File: src/rtl/keypad_scanner.sv
// keypad_scanner: 4x4 matrix keypad column scanner with scan-level debounce and a one-cycle key_valid pulse per accepted key
//   clk, rst           : clock, synchronous active-high reset
//   rows               : row lines, active-low, asynchronous
//   columns            : one-cold column drive, bit0 = leftmost column
//   key                : last accepted key code
//   key_valid          : one-cycle pulse per accepted key
//   key_held           : debounced "accepted key still down" level
// Optional: define KEYPAD_AUTOREPEAT_EN to re-pulse key_valid every REPEAT_SCANS scans while held.
module keypad_scanner #(
  parameter int SCAN_DIV       = 12000,
  parameter int DEBOUNCE_SCANS = 4,
  parameter int REPEAT_SCANS   = 64
) (
  input  logic       clk,
  input  logic       rst,
  input  logic [3:0] rows,
  output logic [3:0] columns,
  output logic [3:0] key,
  output logic       key_valid,
  output logic       key_held
);
  localparam int DW = (SCAN_DIV > 1) ? $clog2(SCAN_DIV) : 1;
  localparam int BW = $clog2(DEBOUNCE_SCANS + 1);
  // nibble (row*4 + col) holds the code of that matrix position
  localparam logic [63:0] KMAP = 64'hDF0E_C987_B654_A321;
  typedef enum logic [1:0] {IDLE, DEB_PRESS, PRESSED, DEB_RELEASE} state_t;
  state_t        state_q;
  logic [3:0]    rows_m_q, rows_s_q, cand_q, key_q, acc_q, acc_d;
  logic [DW-1:0] dwell_q;
  logic [1:0]    col_q, nlow_q, nlow_d;
  logic [BW-1:0] deb_q, deb_inc;
  logic          valid_q, held_q, sample, scan_end, hit, same, match, deb_full;
`ifdef KEYPAD_AUTOREPEAT_EN
  localparam int RW = $clog2(REPEAT_SCANS + 1);
  logic [RW-1:0] rpt_q;
`endif
  assign columns   = ~(4'b0001 << col_q);
  assign key       = key_q;
  assign key_valid = valid_q;
  assign key_held  = held_q;
  // nlow saturates at 2: any second low row anywhere in the scan makes it ambiguous
  always_comb begin
    acc_d  = acc_q;
    nlow_d = nlow_q;
    for (int r = 0; r < 4; r++)
      if (!rows_s_q[r]) begin
        acc_d  = KMAP[{2'(r), col_q, 2'b00} +: 4];
        nlow_d = (nlow_d == 2'd0) ? 2'd1 : 2'd2;
      end
    sample   = dwell_q == DW'(SCAN_DIV - 1);
    scan_end = sample && col_q == 2'd3;
    hit      = nlow_d == 2'd1;
    same     = hit && acc_d == key_q;
    match    = hit && acc_d == cand_q;
    deb_inc  = deb_q + 1'b1;
    deb_full = deb_inc >= BW'(DEBOUNCE_SCANS);
  end
  always_ff @(posedge clk) begin
    if (rst) begin
      rows_m_q <= 4'hF;
      rows_s_q <= 4'hF;
      dwell_q  <= '0;
      col_q    <= '0;
      nlow_q   <= '0;
      acc_q    <= '0;
      state_q  <= IDLE;
      cand_q   <= '0;
      deb_q    <= '0;
      key_q    <= '0;
      valid_q  <= 1'b0;
      held_q   <= 1'b0;
`ifdef KEYPAD_AUTOREPEAT_EN
      rpt_q    <= '0;
`endif
    end else begin
      rows_m_q <= rows;
      rows_s_q <= rows_m_q;
      valid_q  <= 1'b0;
      dwell_q  <= sample ? '0 : dwell_q + 1'b1;
      if (sample) begin
        col_q  <= col_q + 2'd1;
        nlow_q <= scan_end ? 2'd0 : nlow_d;
        acc_q  <= scan_end ? 4'h0 : acc_d;
      end
      if (scan_end)
        case (state_q)
          IDLE:
            if (hit) begin
              cand_q <= acc_d;
              deb_q  <= BW'(1);
              if (DEBOUNCE_SCANS == 1) begin
                state_q <= PRESSED;
                key_q   <= acc_d;
                valid_q <= 1'b1;
                held_q  <= 1'b1;
              end else state_q <= DEB_PRESS;
            end
          DEB_PRESS:
            if (match) begin
              deb_q <= deb_inc;
              if (deb_full) begin
                state_q <= PRESSED;
                key_q   <= cand_q;
                valid_q <= 1'b1;
                held_q  <= 1'b1;
              end
            end else if (hit) begin
              cand_q <= acc_d;
              deb_q  <= BW'(1);
            end else begin
              state_q <= IDLE;
              deb_q   <= '0;
            end
          PRESSED: begin
`ifdef KEYPAD_AUTOREPEAT_EN
            rpt_q <= (same && rpt_q != RW'(REPEAT_SCANS - 1)) ? rpt_q + 1'b1 : '0;
            if (same && rpt_q == RW'(REPEAT_SCANS - 1)) valid_q <= 1'b1;
`endif
            if (!same) begin
              state_q <= (DEBOUNCE_SCANS == 1) ? IDLE : DEB_RELEASE;
              deb_q   <= BW'(1);
              held_q  <= DEBOUNCE_SCANS != 1;
            end
          end
          DEB_RELEASE:
            if (same) state_q <= PRESSED;
            else begin
              deb_q <= deb_inc;
              if (deb_full) begin
                state_q <= IDLE;
                held_q  <= 1'b0;
                deb_q   <= '0;
              end
            end
        endcase
    end
  end
endmodule

File: config.mk
export PLATFORM = sky130hd
export DESIGN_NAME = keypad_scanner
export DESIGN_NICKNAME = d
export VERILOG_FILES = /design/src/rtl/keypad_scanner.sv
export SDC_FILE = /design/constraint.sdc
export NUM_CORES = 1
export LEC_CHECK = 0
export BUFFER_PORTS_ARGS = -buffer_cell sky130_fd_sc_hd__buf_2
export CAP_MARGIN = 20
export CORE_ASPECT_RATIO = 1.5
export CORE_UTILIZATION = 36
export DETAILED_ROUTE_END_ITERATION = 8
export GPL_ROUTABILITY_DRIVEN = 0
export PLACE_DENSITY = 0.49
export SYNTH_ARGS = -nofsm -noshare
export SYNTH_HDL_FRONTEND = slang
export SYNTH_SLANG_ARGS = --single-unit
File: constraint.sdc
create_clock -name clk -period 6.8 [get_ports clk]
set_clock_uncertainty 0.1 [all_clocks]
set_input_delay 1.36 -clock clk [delete_from_list [all_inputs] [get_ports clk]]
set_output_delay 1.36 -clock clk [all_outputs]
set_load 0.1 [all_outputs]
==> results.toml <==
[timing]
finalCritPeriodShare = 0.448
worstMarginPinSlew_ns = 0.800
min_period_ns = 3.05
fmax_mhz = 328
drv_slew = 0
finalSetupViolCount = 0
finalWorstSetupSlack_ns = 3.75
hold_viol_final = 0
setup_tns_ns = 0
slew_headroom = 0.462
grt_setup_unrepaired = "false"

[global_routing]
grt_start_max_net_pins = 28
grt_pass1_wl_mm = 9.38
overflow = 0
grtUsageTotal = 0.163
antenna_found_initial = 0
grt_pass1_vias = 1928

[synth]
synth_top_flop_cell = "dfxtp_1"
synth-simple-area-share = 0.296
synthCells = 290
synthDistinctLibCells = 56
synthXorXnorAreaFrac = 0.0809
post_synth_fa_ha_maj_area_fraction = 0.0452
ys_top_cells_by_area = "dfxtp_1 (36%), nor2_1 (5.1%), xor2_1 (4.6%)"
synth_nets = 305
seq_area_frac_synth = 0.362
async_flop_share = 0
synth_common_cells = "dfxtp_1 (45), nor2_1 (34), nand2_1 (29)"
ys_ff_latch = 45
syn_area_um2 = 2490
synth_area_per_cell_um2 = 8.58
synth_top_cell_by_area = "dfxtp_1"
synth_top_area_frac = 0.362
synthMuxAreaShare = 0.0241
yosysWarnings = 0
synth_most_common_cell = "dfxtp_1"
synth_compound_area_frac = 0.147
synth_edf_count = 0
synth_top_family_by_area = "simple AND/OR/NAND/NOR gates"

[floorplanning]
die-area_um2 = 7260
start_util = 0.378
die_x_um = 69.9
fp-row-count = 36
fp.dieH_um = 104
coreArea_um2 = 6580
pin_count = 16

[clocking]
cts_buffer_depth = 2
cts-root-buf = "clkbuf_8"
tritoncts.num_buffers = 5
clock_latency_ns = 0.30
ctsHtreeMaxLevel = 2
cts_setup_buffers = 0
clk_pin_slew_ns = 0.09
clkSinkCount = 45
cts-resized-gates = 0
cts_tree = "built"
hold_buffers = 0

[placed_design]
place_ws_ns = 3.86
dp_hpwl_mm = 4.25
numPortBuffers = 15
place_area_um2 = 2600

[worst_setup_path]
path_cells = "inv_1 -> ha_1 -> inv_1 -> buf_2"
crit_type = "reg -> out"
crit_buf_inv = 3
cp.required_ns = 5.34
path_common_cell = "inv_1"
cp-start-kind = "register"
crit_family = "buffers and inverters"
slowest_stage = "dfxtp_1"
slowest_delay_ns = 0.46
cp.arrival_ns = 1.59
crit_fanout = 7
end_kind = "primary output"

[power_and_ir_drop]
p_leak_nw = 1.07
powerDensity_nw_per_um2 = 182
vdd.ir_drop.worst_mv = 0.106

[finish]
nNetsFinal = 317
fill_cells = 700
final_cell_area_um2 = 2700
drive_gt1_frac = 0.145
diodes = 0
area_growth_pct = 8.45

[routing]
avgRoutedWirePerCell_um = 14.8
vias = 2052
first_pass_iters = 4
drt-vias-per-instance = 5.41
post-route-drc-count = 0
ant_nets = 0
routed_wl_mm = 5.60
dr.first_iter.drc_count = 54

[worst_hold_path]
hp-class = "reg -> reg"

[status]
outcome = "finished, final reports clean"

[flow_run]
drv_cap = 0
## metal layers
metal / routed length [um] / global-route usage / up-vias
met3: 114 / 0.0302 / 15
met1: 2460 / 0.186 / 966
met2: 2830 / 0.286 / 29
li1: - / - / 1042
met4: 199 / 0.0829 / 0
met5: 0 / 0 / -
## report_power, final
group | switching [mW] | internal, mW | total, mW
clock | 0.0941 | 0.0844 | 0.179
combinational | 0.0251 | 0.0152 | 0.0403
sequential | 0.00524 | 0.267 | 0.272
total | 0.124 | 0.367 | 0.491
## worst reg2reg max path: stages (launching register included)
cell and delay (ns):
dfxtp_1 0.46, inv_1 0.12, ha_1 0.22, or2_1 0.28, o2111a_1 0.30, or3_1 0.39, a221oi_1 0.38, nand3_1 0.18
a32oi_1 0.28, mux2i_1 0.21
## logic make-up (layout without fill, tap and decap cells)
kind of cell / Yosys count / in the layout
AOI/OAI and AO/OA: 53 / 53
adders and majority gates: 9 / 9
muxes: 6 / 6
and+or+nand+nor: 133 / 133
buffers and inverters: 24 / 37
xor gates and xnor gates: 20 / 20
DFF: 45 / 45
## area by class of cell
| cell class | count | area (um^2) | share of cell area |
|---|---|---|---|
| Multi-Input combinational cell | 221 | 1480 | 0.547 |
| Clock inverter | 2 | 17.5 | 0.00649 |
| Timing Repair Buffer | 15 | 75.1 | 0.0278 |
| Inverter | 14 | 52.6 | 0.0195 |
| Sequential cell | 45 | 901 | 0.334 |
| Clock buffer | 6 | 82.6 | 0.0306 |
| Tap cell | 76 | 95.1 | 0.0352 |
## cell usage in the layout, fill, tap and decap left out, drive strengths merged, types with 2 or more instances in the layout
cell and count:
and2 7, and3 5, nand4 7, nor2b 3, nor4 6, a32oi 2
a21oi 10, a31oi 2, ha 9, nor4b 2, or2 11, a41oi 3
dfxtp 45, o2111ai 2, o21a 4, nor3 3, xnor2 7, inv 15
xor2 13, clkbuf 6, nand4b 2, o21ai 15, or3 5, o22ai 2
nand3 8, nand2 30, nor2 35, buf 15, a211oi 2, or4 2
mux2i 6, and4b 2, nand2b 2
## final timing paths
check	start	to	slack, ns	cells past startpoint
hold reg to reg	rows_m_q[0]	rows_s_q[0]	0.31	1
setup reg to reg	col_q[0]	state_q[0]	3.81	9
setup / recovery	col_q[0]	columns[0]	3.75	4
hold / removal	rows_m_q[0]	rows_s_q[0]	0.31	1
## metrics by stage
| step | util | instances | power [mW] | hold WS, ns |
|---|---|---|---|---|
| 6_report | 0.410 | 379 | 0.491 | 0.314 |
| 2_1_floorplan | - | 290 | 0.309 | 0.289 |
| 3_3_place_gp | 0.395 | 371 | 0.319 | 0.294 |
| 3_5_place_dp | 0.395 | 371 | 0.319 | 0.294 |
| 4_1_cts | 0.410 | 379 | 0.501 | 0.316 |
| 5_1_grt | 0.410 | 379 | 0.517 | 0.337 |
## registers in the layout (all words and copies together), names as in the netlist
name and count:
nlow_q 2, deb_q 3, key_valid 1, col_q 2
key_held 1, key 4, acc_q 4, rows_m_q 4
cand_q 4, state_q 2, dwell_q 14, rows_s_q 4
(Power assumes the default switching activity.)
